<file path="src/rtl/aq_dcache_tag_ctrl_pkg.sv">
// Shared LSU definitions for the D-cache tag array controller:
// array geometry constants and the invalidate-all sweep FSM states.
package aq_dcache_tag_ctrl_pkg;

  localparam int unsigned TAG_W      = 28;
  localparam int unsigned IDX_W      = 6;
  localparam int unsigned WAY_N      = 4;
  localparam int unsigned WAY_STRIDE = 30;
  localparam int unsigned VLD_OFS    = 29;
  localparam int unsigned ARR_W      = WAY_N * WAY_STRIDE;

  typedef enum logic [1:0] {
    IDLE,
    SWEEP,
    DONE
  } tag_state_e;

endpackage

</file>
<file path="src/rtl/aq_dcache_tag_cmp.sv">
// Single-way tag compare: a way hits when its valid bit is set and its
// stored tag equals the registered lookup tag.
module aq_dcache_tag_cmp
  import aq_dcache_tag_ctrl_pkg::*;
(
  input  logic             vld_i,
  input  logic [TAG_W-1:0] tag_i,
  input  logic [TAG_W-1:0] ref_tag_i,
  output logic             hit_o
);

  assign hit_o = vld_i & (tag_i == ref_tag_i);

endmodule

</file>
<file path="src/rtl/aq_dcache_tag_ctrl.sv">
// D-cache tag array port controller: arbitrates refill writes over lookups,
// returns lookup hit results one cycle later, and runs an invalidate-all sweep.
module aq_dcache_tag_ctrl
  import aq_dcache_tag_ctrl_pkg::*;
(
  input  logic               forever_cpuclk,
  input  logic               lsu_rst,
  input  logic               ld_req_vld,
  input  logic [11:0]        ld_req_idx,
  input  logic [TAG_W-1:0]   ld_req_tag,
  output logic               ld_req_grnt,
  output logic               ld_rsp_vld,
  output logic               ld_rsp_hit,
  output logic [WAY_N-1:0]   ld_rsp_hit_way,
  output logic               ld_rsp_multi_hit,
  input  logic               rf_req_vld,
  input  logic [11:0]        rf_req_idx,
  input  logic [WAY_N-1:0]   rf_req_way,
  input  logic [TAG_W-1:0]   rf_req_tag,
  input  logic               rf_req_valid,
  output logic               rf_req_grnt,
  input  logic               inv_all_req,
  output logic               inv_all_busy,
  output logic               inv_all_done,
  output logic               tag_cen,
  output logic               tag_gwen,
  output logic [ARR_W-1:0]   tag_wen,
  output logic [ARR_W-1:0]   tag_din,
  output logic [11:0]        tag_idx,
  output logic [WAY_N-1:0]   tag_way,
  output logic               tag_clk_en,
  input  logic [ARR_W-1:0]   tag_dout
);

  tag_state_e       state_q, state_d;
  logic [IDX_W-1:0] cnt_q, cnt_d;
  logic             ld_pend_q;
  logic [TAG_W-1:0] ld_tag_q;
  logic [WAY_N-1:0] hit_raw;
  logic             unused_rsvd;

  // Reset overrides every output combinationally, so the array port is quiet
  // in the reset cycle itself rather than one cycle later.
  always_comb begin
    state_d      = state_q;
    cnt_d        = cnt_q;
    ld_req_grnt  = 1'b0;
    rf_req_grnt  = 1'b0;
    inv_all_busy = 1'b0;
    inv_all_done = 1'b0;
    tag_cen      = 1'b1;
    tag_gwen     = 1'b1;
    tag_wen      = '1;
    tag_din      = '0;
    tag_way      = '0;
    tag_idx      = '0;
    if (!lsu_rst) begin
      unique case (state_q)
        IDLE: begin
          rf_req_grnt = rf_req_vld;
          ld_req_grnt = ld_req_vld & ~rf_req_vld;
          if (rf_req_vld) begin
            if (|rf_req_way) begin
              tag_cen  = 1'b0;
              tag_gwen = 1'b0;
              tag_way  = rf_req_way;
              tag_idx  = rf_req_idx;
              for (int unsigned w = 0; w < WAY_N; w++) begin
                if (rf_req_way[w]) begin
                  tag_din[w*WAY_STRIDE +: TAG_W]  = rf_req_tag;
                  tag_din[w*WAY_STRIDE + VLD_OFS] = rf_req_valid;
                  tag_wen[w*WAY_STRIDE +: TAG_W]  = '0;
                  tag_wen[w*WAY_STRIDE + VLD_OFS] = 1'b0;
                end
              end
            end
          end else if (ld_req_vld) begin
            tag_cen = 1'b0;
            tag_way = '1;
            tag_idx = ld_req_idx;
          end
          if (inv_all_req) begin
            state_d = SWEEP;
            cnt_d   = '0;
          end
        end
        SWEEP: begin
          inv_all_busy = 1'b1;
          tag_cen      = 1'b0;
          tag_gwen     = 1'b0;
          tag_way      = '1;
          tag_idx      = {cnt_q, 6'b0};
          for (int unsigned w = 0; w < WAY_N; w++) begin
            tag_wen[w*WAY_STRIDE + VLD_OFS] = 1'b0;
          end
          cnt_d = cnt_q + 1'b1;
          if (cnt_q == '1) begin
            state_d = DONE;
          end
        end
        DONE: begin
          inv_all_busy = 1'b1;
          inv_all_done = 1'b1;
          state_d      = IDLE;
        end
        default: state_d = IDLE;
      endcase
    end
  end

  assign tag_clk_en = ~tag_cen;

  always_ff @(posedge forever_cpuclk) begin
    if (lsu_rst) begin
      state_q   <= IDLE;
      cnt_q     <= '0;
      ld_pend_q <= 1'b0;
      ld_tag_q  <= '0;
    end else begin
      state_q   <= state_d;
      cnt_q     <= cnt_d;
      ld_pend_q <= ld_req_grnt;
      if (ld_req_grnt) begin
        ld_tag_q <= ld_req_tag;
      end
    end
  end

  for (genvar w = 0; w < WAY_N; w++) begin : g_cmp
    aq_dcache_tag_cmp u_cmp (
      .vld_i     (tag_dout[w*WAY_STRIDE + VLD_OFS]),
      .tag_i     (tag_dout[w*WAY_STRIDE +: TAG_W]),
      .ref_tag_i (ld_tag_q),
      .hit_o     (hit_raw[w])
    );
  end

  assign unused_rsvd = ^{tag_dout[118], tag_dout[88], tag_dout[58], tag_dout[28]};

  assign ld_rsp_vld       = ld_pend_q & ~lsu_rst;
  assign ld_rsp_hit_way   = ld_rsp_vld ? hit_raw : '0;
  assign ld_rsp_hit       = |ld_rsp_hit_way;
  assign ld_rsp_multi_hit = |(ld_rsp_hit_way & (ld_rsp_hit_way - 1'b1));

endmodule

</file>
<file path="config.mk">
export PLATFORM = sky130hd
export DESIGN_NAME = aq_dcache_tag_ctrl
export DESIGN_NICKNAME = d
export VERILOG_FILES = /design/src/rtl/aq_dcache_tag_ctrl_pkg.sv /design/src/rtl/aq_dcache_tag_cmp.sv /design/src/rtl/aq_dcache_tag_ctrl.sv
export SDC_FILE = /design/constraint.sdc
export NUM_CORES = 1
export LEC_CHECK = 0
export CORE_AREA = 2 2 186 188
export CTS_CLUSTER_SIZE = 20
export DETAILED_ROUTE_END_ITERATION = 10
export DIE_AREA = 0 0 188 190
export GPL_TIMING_DRIVEN = 0
export HOLD_SLACK_MARGIN = 0.02
export MAX_ROUTING_LAYER = met4
export SYNTH_ARGS = -nofsm -noshare
export SYNTH_HDL_FRONTEND = slang
export SYNTH_SLANG_ARGS = --single-unit
</file>
<file path="constraint.sdc">
create_clock -name forever_cpuclk -period 3.7 [get_ports forever_cpuclk]
set_input_delay 0.74 -clock forever_cpuclk [delete_from_list [all_inputs] [get_ports forever_cpuclk]]
set_output_delay 0.74 -clock forever_cpuclk [all_outputs]
set_load 0.05 [all_outputs]
</file>
==> results.py, run 1 <==
metrics = {
    "yosys": {
        "netlist_instances": 648,
        "synth_area_um2": 4820,
        "yosysWarnings": 0,
        "netlist.top_cell.by_area": "buf_4",
        "seq_area_frac_synth_pct": 15.4,
        "synth_common_cells": "and3_1 (117), buf_4 (116), xor2_1 (79)",
        "synth_cell_types": 38,
        "ys_ff_latch": 37,
        "synth_area_leaders": "buf_4 (18%), dfxtp_1 (15%), and3_1 (15%)",
        "yosys.area.top_type_share_pct": 18.0,
        "synth-async-reset-ratio_pct": 0,
        "ys.flop_type": "dfxtp_1",
        "avgSynthCellArea_um2": 7.45,
        "synth_most_common_cell": "and3_1",
        "synth_edf_count": 0,
    },
    "power": {
        "p_switching_uw": 958,
        "cell_internal_pwr_mw": 1.18,
        "p_per_area_nw_per_um2": 208,
        "switching_share_pct": 44.8,
        "vdd_drop_max_uv": 137,
        "pwr-share-seq_pct": 19.8,
        "leakage_nw": 5.20,
        "power_frac_comb_pct": 60.3,
        "pwr-share-clk_pct": 19.9,
    },
    "cells_and_area": {
        "finalInstanceArea_um2": 10300,
        "nFillCells": 3673,
        "area_growth_pct": 113,
        "fin_nets": 1341,
        "drive_above_1_share_pct": 26.7,
    },
    "cts": {
        "cts_made_buffers": 5,
        "postCtsSetupBuffers": 0,
        "clk-insertion-delay-late_ps": 290,
        "clk_pin_slew_ps": 60,
        "cts_max_level": 2,
        "cts-hold-fix-buffers": 0,
        "clock_path_buffers": 2,
        "cts.sinks": 37,
        "tritoncts": "built",
        "clock-root-buffer": "clkbuf_16",
    },
    "timing": {
        "rsz0062_at_grt": "no",
        "hold_violations": 0,
        "min_period_ps": 3640,
        "holdWs_ps": 551,
        "fmax_mhz": 274,
        "finalCritPeriodShare_pct": 98.5,
        "timing.slew.headroom_pct": 58.6,
        "tightest_slew_ps": 623,
        "skew_ps": 7.08,
        "slew_violations": 0,
        "setup_viol": 0,
    },
    "critical_path": {
        "cp_max_fo": 10,
        "startpoint_type": "input pin",
        "worst_ep_arrival_time_ps": 2900,
        "critPathKind": "input pin to output pin",
        "reg2reg_slack_ps": 1700,
        "endpoint_kind": "output pin",
        "rr_endpoint": "ld_tag_q[10]",
        "r2r_cells": 7,
        "critical_path_required_ps": 2960,
        "r2r_start": "state_q[0]",
    },
    "routing": {
        "drt_wl_total_um": 27500,
        "wl_per_cell_um": 17.4,
        "via_per_inst": 3.91,
        "drt_iter0_drc": 218,
        "final_antenna_net_count": 0,
        "dr.pass1.iters": 5,
        "drc": 0,
        "dr_total_vias": 6201,
    },
    "worst_hold_path": {
        "hp-class": "flop to flop",
        "min_to": "state_q[1]",
        "min_path_cells": 2,
        "holdCritStartpoint": "state_q[1]",
    },
    "place": {
        "portBuffers": 467,
        "place_hpwl_um": 23500,
        "place_congestion": 0.829,
        "place_area_um2": 10100,
    },
    "global_route": {
        "grt_overflow": 0,
        "grt_pass1_wl_um": 39700,
        "grt_pass1_vias": 6412,
        "grt_usage_pct": 15.1,
        "antenna_found_initial": 2,
        "grt_max_degree": 29,
    },
    "floorplan": {
        "die-area_um2": 35700,
        "std_cell_rows": 68,
        "initial_utilization_pct": 14.2,
        "die_h_um": 190,
        "core-area_um2": 33900,
        "io_pins": 480,
        "die_x_um": 188,
    },
    "flow_run": {
        "drv_cap": 0,
    },
    "outcome": {
        "outcome": "complete, no violations",
    },
}
-- cell type report --
| class | instances | area, µm² | share of cell area (%) |
|---|---|---|---|
| buffer | 181 | 1180 | 11.5 |
| clock buffer | 6 | 129 | 1.26 |
| antenna | 2 | 5.00 | 0.0488 |
| clock inverter | 2 | 10.0 | 0.0975 |
| inverter | 11 | 43.8 | 0.427 |
| multi-input combinational | 424 | 3050 | 29.7 |
| sequential | 37 | 741 | 7.22 |
| timing repair buffer | 467 | 4540 | 44.2 |
| tap | 455 | 569 | 5.55 |
-- stage by stage --
step | cells | util, % | power, mW | setup WS (ps) | setup TNS (ps)
3_3_place_gp | 1576 | 29.8 | 1.76 | -1300 | -212340
2_1_floorplan | 654 | - | 1.20 | 70.9 | 0
3_5_place_dp | 1576 | 29.8 | 1.77 | -1350 | -216330
4_1_cts | 1583 | 30.4 | 2.16 | 1.59 | 0
6_report | 1585 | 30.2 | 2.14 | 56.9 | 0
5_1_grt | 1585 | 30.2 | 2.24 | 1.10 | 0
-- state kept, by name, indices dropped and copies added, names as in the netlist --
register	count
ld_pend_q	1
state_q	2
cnt_q	6
ld_tag_q	28
-- cells by family after synthesis --
kind of cell	count (synthesis)	synth area share, %
buffers and inverters	193	25.0
flip-flops	37	15.4
other	2	0.156
AO/OA/AOI/OAI	58	8.66
XOR/XNOR	116	21.1
AND/OR/NAND/NOR	238	28.7
adder cells (fa/ha/maj)	4	1.04
-- repair_timing --
item,in CTS,in global routing
gates resized for setup,487,88
pin swaps,1,2
setup endpoints to repair,259,188
-- metal layers --
metal	vias up	GRT usage [%]	part of all wire, %
met1	2843	16.4	39
met5	-	-	0
met2	301	27.3	51
met3	24	3.62	7.6
met4	0	4.18	1.9
li1	3033	-	-
-- worst max-delay path: stages --
cell,delay [ps]
clkdlybuf4s50_1,480
and3b_2,390
clkbuf_2,280
and3_1,190
clkdlybuf4s50_1,810
-- how the worst max path moves through the flow --
stage | start | end | slack (ps)
after floorplan | lsu_rst | ld_rsp_multi_hit | 70
after global placement | rf_req_vld | tag_wen[11] | -1300
after detailed placement | rf_req_vld | tag_wen[45] | -1350
after CTS | lsu_rst | tag_din[16] | 2
after global routing | lsu_rst | tag_din[93] | 1
final | lsu_rst | tag_din[119] | 60
-- cells in the final DEF, fill, tap and decap left out, types with 2 or more instances in the layout --
cell type / Yosys / final
a21oi_1: 22 / 21
a222oi_1: 6 / 6
a22o_1: 22 / 22
and2_1: 2 / 2
and3_1: 117 / 117
buf_2: 8 / 8
buf_4: 116 / 119
buf_6: 5 / 5
clkbuf_1: 53 / 42
clkbuf_16: 0 / 5
clkbuf_2: 0 / 44
clkdlybuf4s15_1: 0 / 9
clkdlybuf4s15_2: 0 / 98
clkdlybuf4s50_1: 0 / 212
clkinv_2: 0 / 2
conb_1: 2 / 8
dfxtp_1: 37 / 37
diode_2: 0 / 2
dlygate4sd2_1: 0 / 95
dlymetal6s2s_1: 0 / 16
ha_1: 4 / 4
inv_1: 10 / 10
nand2_1: 42 / 39
nand2_8: 0 / 3
nand2b_1: 4 / 4
nand3_1: 2 / 2
nand4_1: 17 / 17
nor2_1: 15 / 15
nor2b_1: 5 / 4
nor3_1: 6 / 5
nor4_1: 17 / 12
nor4_2: 3 / 2
nor4_4: 1 / 7
o21ai_1: 3 / 3
xnor2_1: 37 / 37
xor2_1: 79 / 79
-- power by group through the flow --
stage	Combinational, mW	Clock [mW]	Sequential, mW
after floorplan	0.765	0	0.430
after global placement	1.33	0	0.431
after detailed placement	1.33	0	0.431
after CTS	1.30	0.444	0.423
after global routing	1.36	0.456	0.424
final	1.29	0.426	0.423
(Power assumes the default switching activity.)
==> run 2: changes to the inputs <==
--- a/config.mk
+++ b/config.mk
@@ -5,10 +5,11 @@
 export SDC_FILE = /design/constraint.sdc
 export NUM_CORES = 1
 export LEC_CHECK = 0
-export CORE_AREA = 2 2 186 188
+export CORE_AREA = 2 2 185 187
 export CTS_CLUSTER_SIZE = 20
 export DETAILED_ROUTE_END_ITERATION = 10
-export DIE_AREA = 0 0 188 190
+export DIE_AREA = 0 0 187 189
+export DONT_BUFFER_PORTS = 1
 export GPL_TIMING_DRIVEN = 0
 export HOLD_SLACK_MARGIN = 0.02
 export MAX_ROUTING_LAYER = met4
==> results.py, run 2 (same netlist as run 1, synthesis figures left out) <==
metrics = {
    "routing": {
        "via_per_inst": 4.22,
        "final_antenna_net_count": 0,
        "top_layer_used": "met4",
        "met3_length_um": 1720,
        "drt_iter0_drc": 258,
        "dr_total_vias": 4612,
        "drc": 0,
        "dr.pass1.iters": 4,
        "wl_met1_um": 9220,
        "wl_per_cell_um": 22.2,
        "dr_wl_met2_um": 12400,
        "drt_wl_total_um": 24200,
    },
    "critical_path": {
        "startpoint_type": "input pin",
        "critPathSlowestCell": "nor4_4",
        "path_cells": "xor2_4 > nor4_4 > nand4_1 > nor4_4 > nand2_1 > a21oi_4",
        "critical_path_required_ps": 2960,
        "endpoint_kind": "output pin",
        "worst_ep_arrival_time_ps": 3030,
        "cpPeakStageDelay_ps": 790,
        "cp_max_fo": 4,
        "cpMostUsedCell": "nor4_4",
        "critPathKind": "input pin to output pin",
        "r2r_cells": 5,
    },
    "worst_hold_path": {
        "min_path_cells": 2,
        "hp-class": "flop to flop",
    },
    "cells_and_area": {
        "fin_util_pct": 17.3,
        "layout_commonest_cell": "buf_4",
        "largest_reg_flops": 28,
        "multi_input_area_um2": 3110,
        "nFillCells": 3723,
        "seqCellArea_um2": 761,
        "top_regs": "ld_tag_q: 28 flops, cnt_q: 6 flops, state_q: 2 flops",
        "top_register": "ld_tag_q",
        "fin_nets": 858,
        "area_growth_pct": 19.0,
        "final_cell_mix": "buf_4 (119), and3_1 (115), xor2_1 (75), nand2_1 (38), xnor2_1 (37)",
        "drive_above_1_share_pct": 28.7,
    },
    "timing": {
        "fmax_mhz": 266,
        "timing.slew.headroom_pct": 24.8,
        "fin_tns_setup_ps": -65.1,
        "slew_violations": 0,
        "min_period_ps": 3770,
        "tightest_slew_ps": 1120,
        "finalCritPeriodShare_pct": 102,
        "rsz0062_at_grt": "yes",
        "holdWs_ps": 531,
        "skew_ps": 2.36,
        "finalWorstSetupSlack_ps": -65.1,
        "setup_viol": 1,
        "hold_violations": 0,
    },
    "place": {
        "detailedPlace.worstSlack_ps": -606,
        "place_congestion": 1.05,
        "portBuffers": 0,
        "place_hpwl_um": 20600,
    },
    "power": {
        "vdd_drop_max_uv": 138,
        "pwr-share-seq_pct": 25.5,
        "switching_share_pct": 49.1,
        "power_frac_comb_pct": 50.2,
        "p_switching_uw": 865,
        "pwr-share-clk_pct": 24.4,
        "p_per_area_nw_per_um2": 307,
        "leakage_nw": 2.75,
        "cell_internal_pwr_uw": 896,
    },
    "floorplan": {
        "io_pins": 480,
        "std_cell_rows": 67,
        "die_h_um": 189,
        "die_x_um": 187,
        "core-area_um2": 33300,
        "die-area_um2": 35300,
        "initial_utilization_pct": 14.5,
    },
    "global_route": {
        "antenna_found_initial": 0,
        "grt_pass1_wl_um": 32100,
        "grt_pass1_vias": 4387,
        "grt_usage_pct": 13.0,
        "grt_overflow": 0,
        "grt_max_degree": 29,
    },
    "cts": {
        "clock-root-buffer": "clkbuf_16",
        "cts.sinks": 37,
        "clk_pin_slew_ps": 60,
        "clk-insertion-delay-late_ps": 280,
        "clock_path_buffers": 2,
        "cts-hold-fix-buffers": 0,
        "tritoncts": "built",
        "cts_max_level": 2,
        "cts_made_buffers": 5,
    },
    "outcome": {
        "outcome": "finished with violations",
        "violations": "negative setup slack",
    },
    "flow_run": {
        "drv_cap": 0,
    },
}
==> run 2: changes by cell type in the layout (fill, tap and decap cells not counted), sizes merged <==
cell / before / now
clkdlybuf4s15: 107 / 0
clkinv: 2 / 0
clkbuf: 92 / 41
dlygate4sd2: 95 / 0
clkdlybuf4s50: 212 / 0
buf: 132 / 131
diode: 2 / 1
dlymetal6s2s: 16 / 0
==> run 2: worst max-delay path, delay by kind of cell <==
kind | cells | cell delay (ps)
AND/OR/NAND/NOR | 4 | 1690
AO/OA/AOI/OAI | 1 | 440
XOR/XNOR | 1 | 140
==> run 2: worst paths after layout <==
check	from	to	slack [ps]
worst max-delay path	tag_dout[26]	ld_rsp_multi_hit	-70
worst min-delay path	state_q[0]	state_q[0]	530
worst max register to register	state_q[1]	ld_tag_q[21]	1620
worst min register to register	state_q[0]	state_q[0]	530
==> run 2: power groups by stage <==
| stage | combinational [mW] | sequential [mW] | clock (mW) |
|---|---|---|---|
| floorplan | 0.765 | 0.430 | 0 |
| global placement | 0.879 | 0.431 | 0 |
| detailed placement | 0.883 | 0.432 | 0 |
| CTS | 0.881 | 0.444 | 0.445 |
| global route | 0.919 | 0.451 | 0.468 |
| finish | 0.883 | 0.449 | 0.429 |
==> run 2: repair_timing <==
action	4_1_cts	5_1_grt
endpoints found under the setup margin	99	118
pin swaps	12	11
setup buffers	2	1
resized for setup	39	22
==> run 2: layout make-up <==
class | count | share of cell area [%]
diodes | 1 | 0.0436
plain buffers | 162 | 19.0
clock buffers | 7 | 2.48
inverters | 11 | 0.719
multi-input cells | 424 | 54.2
flip-flops and latches | 37 | 13.2
well taps | 448 | 9.76
repair buffers | 3 | 0.523
==> run 2: metal layers <==
layer	vias up	track usage, %
li1	2053	-
met1	2166	13.7
met2	347	23.5
met3	46	2.87
met4	0	5.56
met5	-	-
==> run 2: per-stage QoR <==
step           instance area, µm²  std cells  total power [mW]
2_1_floorplan                4880        654              1.20
3_3_place_gp                 5440       1102              1.31
3_5_place_dp                 5440       1102              1.32
4_1_cts                      5700       1096              1.77
5_1_grt                      5740       1092              1.84
6_report                     5740       1093              1.76
